===== src/rtl/clock_seq_pkg.sv =====
// ============================================================================
//  Module      : clock_seq_pkg
//  Description : Shared types and constants for the CPU clock sequencer.
//  Revision    : 1.0  initial release
// ============================================================================
`default_nettype none

package clock_seq_pkg;

  // Sequencer state; the encoding is visible on state_o.
  typedef enum logic [1:0] {
    RESET = 2'd0,
    RUN   = 2'd1,
    BREAK = 2'd2,
    HALT  = 2'd3
  } seq_state_t;

  // Width of the completed-cycle counter.
  localparam int CYC_W = 32;

endpackage

`default_nettype wire


===== src/rtl/clock_phase_gen.sv =====
// ============================================================================
//  Module      : clock_phase_gen
//  Description : Generates one CPU clock phase pair from the system clock.
//                A cycle is DIV clocks HIGH followed by DIV clocks LOW. Once
//                started, a cycle always runs to completion unless clr is
//                asserted; en is only consulted when idle or at a cycle end.
//  Revision    : 1.0  initial release
// ============================================================================
`default_nettype none

module clock_phase_gen #(
  parameter int DIV = 2
) (
  input  logic clk,
  input  logic rstn,
  input  logic en,
  input  logic clr,
  output logic cpu_clk,
  output logic cpu_iclk,
  output logic cyc_end
);

  localparam int            C_CNT_W = (DIV > 1) ? $clog2(DIV) : 1;
  localparam logic [C_CNT_W-1:0] C_LAST = C_CNT_W'(DIV - 1);

  logic [C_CNT_W-1:0] r_cnt;
  logic               r_busy;
  logic               r_clk;
  logic               r_iclk;

  // Half-cycle counter and phase toggle; both clock outputs are registered.
  always_ff @(posedge clk or negedge rstn) begin
    if (!rstn) begin
      r_cnt  <= '0;
      r_busy <= 1'b0;
      r_clk  <= 1'b0;
      r_iclk <= 1'b1;
    end else if (clr) begin
      r_cnt  <= '0;
      r_busy <= 1'b0;
      r_clk  <= 1'b0;
      r_iclk <= 1'b1;
    end else if (!r_busy) begin
      // Idle sits in the LOW phase; a request starts a HIGH half immediately.
      if (en) begin
        r_busy <= 1'b1;
        r_clk  <= 1'b1;
        r_iclk <= 1'b0;
        r_cnt  <= '0;
      end
    end else if (r_cnt != C_LAST) begin
      r_cnt <= r_cnt + 1'b1;
    end else begin
      r_cnt <= '0;
      if (r_clk) begin
        r_clk  <= 1'b0;
        r_iclk <= 1'b1;
      end else if (en) begin
        // Back-to-back cycle: go straight into the next HIGH half.
        r_clk  <= 1'b1;
        r_iclk <= 1'b0;
      end else begin
        r_busy <= 1'b0;
      end
    end
  end

  assign cpu_clk  = r_clk;
  assign cpu_iclk = r_iclk;
  // High for the last system clock of the LOW half.
  assign cyc_end  = r_busy && !r_clk && (r_cnt == C_LAST);

endmodule

`default_nettype wire


===== src/rtl/clock_sequencer.sv =====
// ============================================================================
//  Module      : clock_sequencer
//  Description : Drives the CPU core clk/iclk pair, reset and ctrlen, and
//                implements run / break / single-step / halt from the core's
//                brk and hlt outputs. Optional feature macro CYCLE_COUNT_EN
//                builds the completed-cycle counter; without it cycle_cnt is 0.
//  Revision    : 1.0  initial release
// ============================================================================
`default_nettype none

module clock_sequencer
  import clock_seq_pkg::*;
#(
  parameter int DIV       = 2,
  parameter int RST_CYC   = 4,
  parameter int START_RUN = 1
) (
  input  logic             clk,
  input  logic             rstn,
  input  logic             ext_rst,
  input  logic             cont,
  input  logic             step,
  input  logic             brk,
  input  logic             hlt,
  output logic             cpu_clk,
  output logic             cpu_iclk,
  output logic             cpu_rst,
  output logic             ctrlen,
  output logic [1:0]       state_o,
  output logic [CYC_W-1:0] cycle_cnt
);

  localparam int                C_RST_W    = (RST_CYC > 1) ? $clog2(RST_CYC) : 1;
  localparam logic [C_RST_W-1:0] C_RST_LAST = C_RST_W'(RST_CYC - 1);

  seq_state_t          r_state;
  seq_state_t          w_next;
  logic                r_stepping;
  logic                w_stepping_next;
  logic                w_en;
  logic                w_cyc_end;
  logic                r_cont_d;
  logic                r_step_d;
  logic                w_cont_rise;
  logic                w_step_rise;
  logic [C_RST_W-1:0]  r_rst_cnt;
  logic                r_cpu_rst;
  logic                r_ctrlen;

  clock_phase_gen #(
    .DIV (DIV)
  ) u_phase (
    .clk      (clk),
    .rstn     (rstn),
    .en       (w_en),
    .clr      (ext_rst),
    .cpu_clk  (cpu_clk),
    .cpu_iclk (cpu_iclk),
    .cyc_end  (w_cyc_end)
  );

  // Edge detectors run in every state so an edge is consumed, never queued.
  always_ff @(posedge clk or negedge rstn) begin
    if (!rstn) begin
      r_cont_d <= 1'b0;
      r_step_d <= 1'b0;
    end else begin
      r_cont_d <= cont;
      r_step_d <= step;
    end
  end

  assign w_cont_rise = cont && !r_cont_d;
  assign w_step_rise = step && !r_step_d;

  // Next state, step flag and the phase generator's cycle request.
  always_comb begin
    w_next          = r_state;
    w_stepping_next = r_stepping;
    w_en            = 1'b0;
    unique case (r_state)
      RESET: begin
        w_en = 1'b1;
        if (w_cyc_end && (r_rst_cnt == C_RST_LAST)) begin
          w_next = (START_RUN != 0) ? RUN : BREAK;
          w_en   = (START_RUN != 0);
        end
      end
      RUN: begin
        w_en = 1'b1;
        if (w_cyc_end) begin
          if (hlt) begin
            w_next = HALT;
            w_en   = 1'b0;
          end else if (brk) begin
            w_next = BREAK;
            w_en   = 1'b0;
          end
        end
      end
      BREAK: begin
        if (r_stepping) begin
          // Exactly one cycle: no further request; hlt at its end wins.
          if (w_cyc_end) begin
            w_stepping_next = 1'b0;
            if (hlt) begin
              w_next = HALT;
            end
          end
        end else if (w_cont_rise) begin
          // cont beats a simultaneous step; the HIGH half starts this edge.
          w_next = RUN;
          w_en   = 1'b1;
        end else if (w_step_rise) begin
          w_stepping_next = 1'b1;
          w_en            = 1'b1;
        end
      end
      HALT: begin
        w_next = HALT;
      end
      default: begin
        w_next = RESET;
      end
    endcase
    if (ext_rst) begin
      w_next          = RESET;
      w_stepping_next = 1'b0;
      w_en            = 1'b0;
    end
  end

  // State register plus registered reset and control-enable outputs.
  always_ff @(posedge clk or negedge rstn) begin
    if (!rstn) begin
      r_state    <= RESET;
      r_stepping <= 1'b0;
      r_cpu_rst  <= 1'b1;
      r_ctrlen   <= 1'b0;
    end else begin
      r_state    <= w_next;
      r_stepping <= w_stepping_next;
      r_cpu_rst  <= (w_next == RESET);
      r_ctrlen   <= (w_next == RUN) || (w_next == BREAK);
    end
  end

  // Counts full CPU cycles spent in RESET; held at zero while ext_rst is high.
  always_ff @(posedge clk or negedge rstn) begin
    if (!rstn) begin
      r_rst_cnt <= '0;
    end else if (ext_rst) begin
      r_rst_cnt <= '0;
    end else if ((r_state == RESET) && w_cyc_end) begin
      r_rst_cnt <= (r_rst_cnt == C_RST_LAST) ? '0 : r_rst_cnt + 1'b1;
    end
  end

`ifdef CYCLE_COUNT_EN
  logic [CYC_W-1:0] r_cycle_cnt;

  // Completed cycles in RUN or during a single step; wraps naturally.
  always_ff @(posedge clk or negedge rstn) begin
    if (!rstn) begin
      r_cycle_cnt <= '0;
    end else if (ext_rst) begin
      r_cycle_cnt <= '0;
    end else if (w_cyc_end && ((r_state == RUN) || r_stepping)) begin
      r_cycle_cnt <= r_cycle_cnt + 1'b1;
    end
  end

  assign cycle_cnt = r_cycle_cnt;
`else
  assign cycle_cnt = '0;
`endif

  assign cpu_rst = r_cpu_rst;
  assign ctrlen  = r_ctrlen;
  assign state_o = r_state;

endmodule

`default_nettype wire

===== config.mk =====
export PLATFORM = sky130hd
export DESIGN_NAME = clock_sequencer
export DESIGN_NICKNAME = d
export VERILOG_FILES = /design/src/rtl/clock_seq_pkg.sv /design/src/rtl/clock_phase_gen.sv /design/src/rtl/clock_sequencer.sv
export SDC_FILE = /design/constraint.sdc
export NUM_CORES = 1
export LEC_CHECK = 0
export CAP_MARGIN = 20
export CORE_MARGIN = 2
export CORE_UTILIZATION = 42
export CTS_CLUSTER_SIZE = 12
export DETAILED_ROUTE_END_ITERATION = 8
export GPL_TIMING_DRIVEN = 0
export PLACE_DENSITY = 0.84
export RECOVER_POWER = 25
export SYNTH_ARGS = -nofsm -noshare
export SYNTH_HDL_FRONTEND = slang
export SYNTH_SLANG_ARGS = --single-unit

===== constraint.sdc =====
create_clock -name clk -period 4.61 [get_ports clk]
set_input_delay 0.6915 -clock clk [delete_from_list [all_inputs] [get_ports clk]]
set_output_delay 0.6915 -clock clk [all_outputs]
set_load 0.01 [all_outputs]

==> out/results.txt <==
status = finished clean
critical path, cell by cell = dlygate4sd3_1 > nor2b_1 > mux2i_1 > a211oi_1 > o311ai_0 > ha_1
Initial Util = 0.4432
ratio of cells with drive above 1 in the final layout = 0.2794
R2R Path End = ctrlen
Worst setup SP type = input pin
final period utilization = 0.4864
chip width = 49.50 um
number of antenna violations at the first check in global routing = 0
met3 WL = 128 um
Mean Syn Cell Area = 9.662 um^2
Final ANT Viol Nets = 0
fill cell count = 190
PostCTS Resize Cnt = 0
critical path arrival = 2410 ps
CTS max path bufs = 2
Synth Register Bits = 13
Post-Place Setup Slack = 2136 ps
R2R cell count = 5
Total GRT Usage = 0.1375
Routed wire per std cell = 9.380 um
Root Driver = clkbuf_4
DR pass1 iterations = 4
Yosys Warn Count = 0
Hold Crit Depth = 2
Synth Cell Area = 869.6 um^2
setup TNS = 0 ps
cell taking the most area after synthesis = dfrtp_1
origin of the critical flop-to-flop path = u_phase.cpu_clk
Post-CTS Setup Inserts = 0
Main synth FF type = dfrtp_1
Detailed Place HPWL = 1196 um
Setup Skew = 0.2593 ps
critical path depth = 6
Die Ht = 49.50 um
Final Wtd Congestion = 0.7649
register area = 327.8 um^2
IO buf count = 11
CP Capture Type = register
DR vias/cell = 4.202
clock latency reported for the late side of the worst-skew pair = 280 ps
Critical Path Source = cont
met2 WL post-DR = 793 um
area of the multi-input gates = 391.6 um^2
Worst path top cell family by delay = buffers and inverters
# setup viols final = 0
Max IR drop VDD = 138.3 uV
wirelength, routed = 1529 um
most frequent cell after synthesis = buf_4
critical path capture point = ctrlen
Hold WS = 533.4 ps
Fmax = 445.9 MHz
post-route minimum period = 2243 ps
Slew Viols, Final = 0
DP Cell Count = 159
Nets = 146
worst hold path class = reg -> reg
Clk pin slew, worst setup/hold paths = 80 ps
Critical Setup Path Class = in -> reg
number of buffers created by CTS = 3
max incr delay on CP = 580 ps
Clock Sink Count = 13
met1 wire length = 584 um
gr ovfl total = 0
Iter 0 DRT Violations = 11
CTS tree = yes
hold_buf cts = 0
Post-Synthesis Cells = 90
maxcap violations = 0
top sig layer = met4
EDFF count, synth = 0
worst slew margin relative to its limit = 0.6287
synth cell count leaders = buf_4 (32), dfrtp_1 (11), a21oi_1 (4)
residual DRC count = 0
Finished Layout Cells = 163
number of diodes = 0
largest net degree at the start of global routing = 14
Synth top area share = 0.3165
Die ar. = 2450 um^2
RSZ-0062 raised after global routing = no
first-pass GRT wire length = 2559 um
synth top area cells = dfrtp_1 (32%), buf_4 (28%), dfstp_2 (6.0%), ha_1 (2.9%), a21oi_1 (2.3%)
core area = 1962 um^2
Yosys cell types = 33
asr flop ratio synth = 1.000
register area share after synthesis = 0.3770
critical path's slowest cell = dlygate4sd3_1
vias in the first global route = 600
area grow syn2layout = 32.09%
critical path data required time = 4780 ps
Hold Violations, Final = 0
Lkg Pwr = 0.0006330 uW
r2r setup slk = 2970 ps
critical path peak fanout = 3
Power Density = 216.2 nW/um^2
actual slew at the worst max-slew pin = 555.1 ps
I/O pin cnt = 45
# rows = 16
Via Count = 685
PnR worst setup slack = 2367 ps
Worst Path Buf+Inv = 1
deepest level of the CTS H-tree = 1
cells in the final DEF, fill, tap and decap left out, types with 3 or more instances in the layout:
cell type        netlist  layout
nor2b_1                3       3
a21oi_1                4       4
inv_1                  3       3
clkdlybuf4s50_1        0       8
dlygate4sd3_1          0       3
buf_4                 32      32
nor2_1                 3       3
clkbuf_4               0       3
conb_1                 1      32
nand2_1                3       3
dfrtp_1               11      11
where the power goes:
group | total (uW) | internal (uW) | switching [uW]
clock network | 72.1 | 33.6 | 38.5
registers | 122 | 118 | 3.85
logic | 54.2 | 28.7 | 25.4
total | 248 | 181 | 67.7
metrics by stage:
stage               total power (uW)  instance area (um^2)  utilization
CTS                            247.6                  1156       0.5893
global route                   257.7                  1149       0.5855
detailed placement             178.1                  1130       0.5759
finish                         248.3                  1149       0.5855
global placement               177.2                  1130       0.5759
floorplan                      165.8                 985.9            -
cell families (layout without fill, tap and decap cells):
group / count (synthesis) / after routing / share of synthesized area
AO/OA/AOI/OAI: 16 / 16 / 0.1295
XOR/XNOR: 2 / 2 / 0.02015
adder cells (fa/ha/maj): 2 / 2 / 0.02877
buffers and inverters: 37 / 52 / 0.3065
flip-flops: 13 / 13 / 0.3770
multiplexers: 2 / 2 / 0.02446
other: 1 / 32 / 0.004312
AND/OR/NAND/NOR: 17 / 17 / 0.1094
final cells by class:
cell class / instances / share of cell area
multi-input cells: 71 / 0.3410
repair buffers: 11 / 0.09586
inverters: 3 / 0.009804
well taps: 27 / 0.02941
flip-flops and latches: 13 / 0.2854
plain buffers: 34 / 0.2157
clock buffers: 4 / 0.02288
per-layer routing:
layer  global-route usage  up-vias
li1                     -      335
met5                    0        -
met4              0.06481        0
met3              0.04545        2
met2               0.2568       34
met1               0.1354      314
worst register-to-register path: stages (launching register included):
cell	delay, ps
dfrtp_1	440
and3b_1	230
clkbuf_1	260
o211a_1	230
o21ai_1	90
ha_1	290
worst min path at each step:
stage | slack [ps] | to | startpoint
after floorplan | 400 | ctrlen | rstn
after global placement | 520 | r_rst_cnt[1] | r_rst_cnt[1]
after detailed placement | 530 | r_rst_cnt[1] | r_rst_cnt[1]
after CTS | 540 | r_rst_cnt[1] | r_rst_cnt[1]
after global routing | 570 | r_rst_cnt[1] | r_rst_cnt[1]
final | 530 | r_rst_cnt[1] | r_rst_cnt[1]
Power figures use the tool's default switching activity.
